==> config.mk <==
export PLATFORM = sky130hd
export DESIGN_NAME = wb_stage
export DESIGN_NICKNAME = d
export VERILOG_FILES = /design/src/rtl/wb_stage.sv
export SDC_FILE = /design/constraint.sdc
export NUM_CORES = 1
export LEC_CHECK = 0
export CORE_MARGIN = 5
export CORE_UTILIZATION = 25
export DETAILED_ROUTE_END_ITERATION = 8
export SLEW_MARGIN = 30
export SYNTH_ARGS = -nofsm -noshare
export SYNTH_HDL_FRONTEND = slang
export SYNTH_SLANG_ARGS = --single-unit
==> constraint.sdc <==
create_clock -name clk_100MHz -period 2 [get_ports clk_100MHz]
set_clock_uncertainty 0.2 [all_clocks]
set_input_delay 0.5 -clock clk_100MHz [delete_from_list [all_inputs] [get_ports clk_100MHz]]
set_output_delay 0.5 -clock clk_100MHz [all_outputs]
set_load 0.01 [all_outputs]
==> src/rtl/wb_stage.sv <==
// rtl/wb_stage.sv - write-back stage: retires MEM results and aligned loads into the register file
// Optional feature: define WB_INSTRET_EN to build the 64-bit retired-instruction counter.
module wb_stage #(
  parameter int XLEN         = 32,
  parameter int REG_ADDR_W   = 5,
  parameter int LOAD_TIMEOUT = 16
) (
  input  logic                  clk_100MHz,
  input  logic                  rst,
  input  logic                  mem_valid_i,
  output logic                  mem_ready_o,
  input  logic                  mem_rd_we_i,
  input  logic [REG_ADDR_W-1:0] mem_rd_addr_i,
  input  logic [XLEN-1:0]       mem_result_i,
  input  logic                  mem_is_load_i,
  input  logic [2:0]            mem_funct3_i,
  input  logic [1:0]            mem_addr_lo_i,
  input  logic                  dmem_rvalid_i,
  input  logic [XLEN-1:0]       dmem_rdata_i,
  output logic                  w_e_o,
  output logic [REG_ADDR_W-1:0] w_addr_o,
  output logic [XLEN-1:0]       w_data_o,
  output logic                  err_o,
  output logic                  err_sticky_o,
  output logic [63:0]           instret_o
);

  typedef enum logic [0:0] {
    S_IDLE      = 1'b0,
    S_LOAD_WAIT = 1'b1
  } state_e;

  // Last counter value before a pending load is abandoned.
  localparam logic [7:0] TIMEOUT_LAST = 8'(LOAD_TIMEOUT - 1);

  state_e                state_q, state_d;
  logic [7:0]            cnt_q, cnt_d;
  logic [REG_ADDR_W-1:0] ld_rd_q, ld_rd_d;
  logic                  ld_we_q, ld_we_d;
  logic [2:0]            ld_f3_q, ld_f3_d;
  logic [1:0]            ld_lo_q, ld_lo_d;
  logic                  w_e_q, w_e_d;
  logic [REG_ADDR_W-1:0] w_addr_q, w_addr_d;
  logic [XLEN-1:0]       w_data_q, w_data_d;
  logic                  err_q, err_d;
  logic                  sticky_q, sticky_d;
  logic                  retire_d;

  logic                  accept;
  logic [7:0]            ld_byte;
  logic [15:0]           ld_half;
  logic                  ld_ok;
  logic [XLEN-1:0]       ld_val;

  assign mem_ready_o = (state_q == S_IDLE);
  assign accept      = mem_valid_i & mem_ready_o;

  // Select the addressed byte/half of the response word and extend it per the captured load type.
  always_comb begin
    ld_byte = 8'h00;
    case (ld_lo_q)
      2'd0:    ld_byte = dmem_rdata_i[7:0];
      2'd1:    ld_byte = dmem_rdata_i[15:8];
      2'd2:    ld_byte = dmem_rdata_i[23:16];
      default: ld_byte = dmem_rdata_i[31:24];
    endcase
    ld_half = ld_lo_q[1] ? dmem_rdata_i[31:16] : dmem_rdata_i[15:0];
    ld_ok   = 1'b0;
    ld_val  = '0;
    case (ld_f3_q)
      3'b000: begin
        ld_ok  = 1'b1;
        ld_val = {{(XLEN-8){ld_byte[7]}}, ld_byte};
      end
      3'b001: begin
        ld_ok  = ~ld_lo_q[0];
        ld_val = {{(XLEN-16){ld_half[15]}}, ld_half};
      end
      3'b010: begin
        ld_ok  = (ld_lo_q == 2'd0);
        ld_val = dmem_rdata_i;
      end
      3'b100: begin
        ld_ok  = 1'b1;
        ld_val = {{(XLEN-8){1'b0}}, ld_byte};
      end
      3'b101: begin
        ld_ok  = ~ld_lo_q[0];
        ld_val = {{(XLEN-16){1'b0}}, ld_half};
      end
      default: begin
        ld_ok  = 1'b0;
        ld_val = '0;
      end
    endcase
  end

  // Next-state and write-port decisions; write address/data only move when a write is issued.
  always_comb begin
    state_d  = state_q;
    cnt_d    = cnt_q;
    ld_rd_d  = ld_rd_q;
    ld_we_d  = ld_we_q;
    ld_f3_d  = ld_f3_q;
    ld_lo_d  = ld_lo_q;
    w_e_d    = 1'b0;
    w_addr_d = w_addr_q;
    w_data_d = w_data_q;
    err_d    = 1'b0;
    retire_d = 1'b0;
    case (state_q)
      S_IDLE: begin
        // A response with no load outstanding is spurious; its data is dropped.
        if (dmem_rvalid_i) begin
          err_d = 1'b1;
        end
        if (accept) begin
          if (mem_is_load_i) begin
            ld_rd_d = mem_rd_addr_i;
            ld_we_d = mem_rd_we_i;
            ld_f3_d = mem_funct3_i;
            ld_lo_d = mem_addr_lo_i;
            cnt_d   = 8'd0;
            state_d = S_LOAD_WAIT;
          end else begin
            retire_d = 1'b1;
            if (mem_rd_we_i && (mem_rd_addr_i != '0)) begin
              w_e_d    = 1'b1;
              w_addr_d = mem_rd_addr_i;
              w_data_d = mem_result_i;
            end
          end
        end
      end
      S_LOAD_WAIT: begin
        // A response arriving on the timeout cycle still completes the load normally.
        if (dmem_rvalid_i) begin
          state_d = S_IDLE;
          if (ld_ok) begin
            retire_d = 1'b1;
            if (ld_we_q && (ld_rd_q != '0)) begin
              w_e_d    = 1'b1;
              w_addr_d = ld_rd_q;
              w_data_d = ld_val;
            end
          end else begin
            err_d = 1'b1;
          end
        end else if (cnt_q == TIMEOUT_LAST) begin
          err_d   = 1'b1;
          state_d = S_IDLE;
        end else begin
          cnt_d = cnt_q + 8'd1;
        end
      end
      default: begin
        state_d = S_IDLE;
      end
    endcase
    sticky_d = sticky_q | err_d;
  end

  // State and output registers; reset abandons any outstanding load.
  always_ff @(posedge clk_100MHz) begin
    if (rst) begin
      state_q  <= S_IDLE;
      cnt_q    <= 8'd0;
      ld_rd_q  <= '0;
      ld_we_q  <= 1'b0;
      ld_f3_q  <= 3'b000;
      ld_lo_q  <= 2'd0;
      w_e_q    <= 1'b0;
      w_addr_q <= '0;
      w_data_q <= '0;
      err_q    <= 1'b0;
      sticky_q <= 1'b0;
    end else begin
      state_q  <= state_d;
      cnt_q    <= cnt_d;
      ld_rd_q  <= ld_rd_d;
      ld_we_q  <= ld_we_d;
      ld_f3_q  <= ld_f3_d;
      ld_lo_q  <= ld_lo_d;
      w_e_q    <= w_e_d;
      w_addr_q <= w_addr_d;
      w_data_q <= w_data_d;
      err_q    <= err_d;
      sticky_q <= sticky_d;
    end
  end

  assign w_e_o        = w_e_q;
  assign w_addr_o     = w_addr_q;
  assign w_data_o     = w_data_q;
  assign err_o        = err_q;
  assign err_sticky_o = sticky_q;

`ifdef WB_INSTRET_EN
  logic [63:0] instret_q;

  // Count retirements; the 64-bit counter wraps naturally.
  always_ff @(posedge clk_100MHz) begin
    if (rst) begin
      instret_q <= 64'd0;
    end else if (retire_d) begin
      instret_q <= instret_q + 64'd1;
    end
  end

  assign instret_o = instret_q;
`else
  logic unused_retire;
  assign unused_retire = retire_d;
  assign instret_o     = 64'd0;
`endif

endmodule

==> reports/metrics.csv <==
stage,metric,value,unit
clock_tree,clock_latency,0.33,ns
sta,rsz0062_at_grt,true,
global_routing,grt_usage,0.151,
placement,dp_hpwl,10200,um
global_routing,grt_pass1_wl,20900,um
clock_tree,clk_pin_slew,0.05,ns
finish,final_net_count,684,
routing,viasPerCell,4.67,
sta,finalMaxSlewViolations,0,
routing,via_count,3720,
yosys,yosysTopAreaCellShare,0.314,
worst_setup_path,rrSetupSlack,-0.04,ns
yosys,synthMuxAreaShare,0.0484,
placement,placed_area,5190,um^2
finish,stdcell_count,796,
sta,fmaxAchievable,491,MHz
yosys,ys.flop_type,dfxtp_1,
yosys,syn_area_per_cell,8.38,um^2
yosys,yosys.area_share.xor_xnor,0.0137,
yosys,synth_compound_gate_area_share,0.267,
sta,hold_ws,0.249,ns
power,cellPowerDensity,639,nW/um^2
worst_setup_path,critPathKind,reg2reg,
finish,final_cell_area,6140,um^2
sta,setup_viol,28,
routing,ant_nets,0,
sta,totalNegativeSetupSlack,-0.459,ns
floorplanning,num_rows,45,
worst_setup_path,start_kind,flip-flop,
global_routing,grt_max_degree,39,
yosys,synth_top_family_by_area,compound AO/OA/AOI/OAI gates,
power,p_leak,2.68,nW
sta,worstMarginPinSlew,0.513,ns
yosys,synthesis.yosys.warnings,0,
routing,firstDrtPassIters,4,
outcome,violations,negative setup slack,
worst_setup_path,critPathRequiredTime,1.99,ns
finish,syn2layout_area_growth,60.4,%
clock_tree,cts_sinks,60,
yosys,syn_inst,457,
floorplanning,core,15100,um^2
placement,place_ws,-0.697,ns
yosys,ys_types,47,
sta,slew_headroom,0.658,
floorplanning,fp.dieArea,17900,um^2
yosys,synth_adder_area_share,0.00327,
sta,hold_viol_final,0,
outcome,status,"complete, but fails checks",
clock_tree,cts-root-buf,clkbuf_16,
placement,port_buffers,120,
yosys,synth_enable_flop_cells,0,
global_routing,grt_pass1_vias,3766,
routing,routedWlPerCell,17.6,um
worst_setup_path,critPathArrivalTime,2.03,ns
yosys,synth_area_leader_cell,dfxtp_1,
yosys,synth-seq-area-share,0.314,
clock_tree,cts_max_path_buffers,2,
floorplanning,die_y,134,um
power,ir_drop,401,uV
yosys,synth_seq_cells,60,
sta,fin_crit,2.04,ns
worst_setup_path,critPathCaptureType,flip-flop,
finish,final_layout_size_suffix_gt1_frac,0.296,
finish,final_core_util,0.407,
floorplanning,io-pin-count,185,
clock_tree,htree_num_levels,3,
yosys,yosys-top-cells-area,"dfxtp_1 (31%), buf_4 (13%), a211oi_2 (9.2%)",
floorplanning,start_util,0.254,
routing,wl,14000,um
power,p_total,3.92,mW
clock_tree,tritoncts,done,
routing,drc,0,
sta,worst_slack,-0.0376,ns
yosys,synth_simple_gate_area_frac,0.166,
run,cap_violations,0,
placement,dp_cells,770,
routing,drt_first_iter_violations,248,
global_routing,antenna_found_initial,0,
finish,diodes,0,
floorplanning,die_w,134,um
worst_setup_path,cp_max_fo,5,
global_routing,grt-ovfl-total,0,
sta,min_period_over_period,1.02,
placement,place.gp.congestion,0.750,
yosys,synth_area,3830,um^2
yosys,async_flop_share,0,
min_path,hold_class,reg2reg,
clock_tree,numCtsBuffers,9,
==> cells in the final DEF, fill, tap and decap left out, types with 2 or more instances in the layout <==
cell,instances
bufinv_16,2
clkbuf_16,9
and3_1,19
o21ai_0,12
xor2_1,5
mux2_2,2
a21oi_2,4
clkdlybuf4s50_1,86
a21oi_1,28
nor2_2,14
nand2_2,2
nor2b_2,2
conb_1,64
dlymetal6s2s_1,19
buf_12,7
nor3_1,2
inv_1,11
dfxtp_2,3
buf_2,3
nor2_1,32
nor2_4,22
clkinv_2,3
a211oi_1,8
dlygate4sd2_1,10
or4_4,2
nand2_1,26
a211oi_2,42
dfxtp_1,56
a31oi_1,7
a32oi_1,2
a2bb2oi_1,7
buf_4,32
buf_16,5
nand2b_1,3
o32a_1,7
buf_6,7
mux2i_1,13
==> synth_stat cells (2+ instances only) <==
cell and instances:
a211oi_1 23, a211oi_2 28, a21oi_1 32, a2bb2oi_1 7
a31oi_1 7, a32oi_1 2, and3_1 19, buf_2 10
buf_4 65, buf_6 6, clkbuf_1 16, dfxtp_1 60
inv_1 12, mux2_2 2, mux2i_1 14, nand2_1 28
nand2b_1 4, nor2_1 68, nor2b_1 2, nor3_1 2
nor4_1 2, o21ai_0 13, o32a_1 7, xor2_1 5
==> repair_timing <==
action | CTS | global route
pin swaps | 17 | 16
gates resized for setup | 93 | 57
endpoints found under the setup margin | 39 | 48
hold buffers | 0 | 0
gates cloned | 6 | 0
setup buffers | 7 | 0
==> cell type report <==
type	count	area, um^2
multi-input combinational	350	2530
sequential	60	1210
inverter	12	45.0
tap	188	235
fill	1465	8950
clock inverter	5	75.1
clock buffer	11	243
timing repair buffer	170	1810
==> power by group <==
part	internal, mW	leakage [nW]	switching, mW	total [mW]
Clock	1.12	0.159	0.558	1.68
Combinational	0.477	2.03	0.466	0.943
Sequential	1.25	0.492	0.0530	1.31
Total	2.85	2.68	1.08	3.92
==> final timing paths <==
| path | cells after the start | start | endpoint |
|---|---|---|---|
| max | 7 | ld_rd_q[3]$_SDFFE_PP0P_ | w_data_o[13]$_SDFFE_PP0P_ |
| min | 2 | err_sticky_o$_SDFF_PP0_ | err_sticky_o$_SDFF_PP0_ |
| max reg2reg | 7 | ld_rd_q[3]$_SDFFE_PP0P_ | w_data_o[13]$_SDFFE_PP0P_ |
| min reg2reg | 2 | err_sticky_o$_SDFF_PP0_ | err_sticky_o$_SDFF_PP0_ |
==> kinds of logic after synthesis <==
kind of cell,Yosys count
AOI/OAI and AO/OA,127
xor gates and xnor gates,6
adders and majority gates,1
buffers and inverters,110
DFF,60
muxes,17
other,1
and+or+nand+nor,135
==> routing by layer <==
layer | wire, um | vias up | global-route usage | part of all wire
met4 | 222 | 0 | 0.0520 | 0.016
met3 | 1200 | 20 | 0.0532 | 0.086
met2 | 7080 | 160 | 0.262 | 0.50
met1 | 5530 | 1753 | 0.171 | 0.39
li1 | - | 1787 | - | -
met5 | 0 | - | 0 | 0
==> critical path, stage by stage, from the launching register on <==
cell      delay, ns
dfxtp_2        0.32
or4_4          0.54
o211ai_4       0.24
o21ai_4        0.12
buf_12         0.17
buf_16         0.15
nor2_2         0.08
a211oi_1       0.05
==> registers in the layout (all words and copies together) (netlist names), 2 cells and up <==
| name | flops |
|---|---|
| cnt_q | 8 |
| w_addr_o | 5 |
| ld_f3_q | 3 |
| w_data_o | 32 |
| ld_rd_q | 5 |
| ld_lo_q | 2 |
No activity file was read; power rests on OpenSTA's default activity.
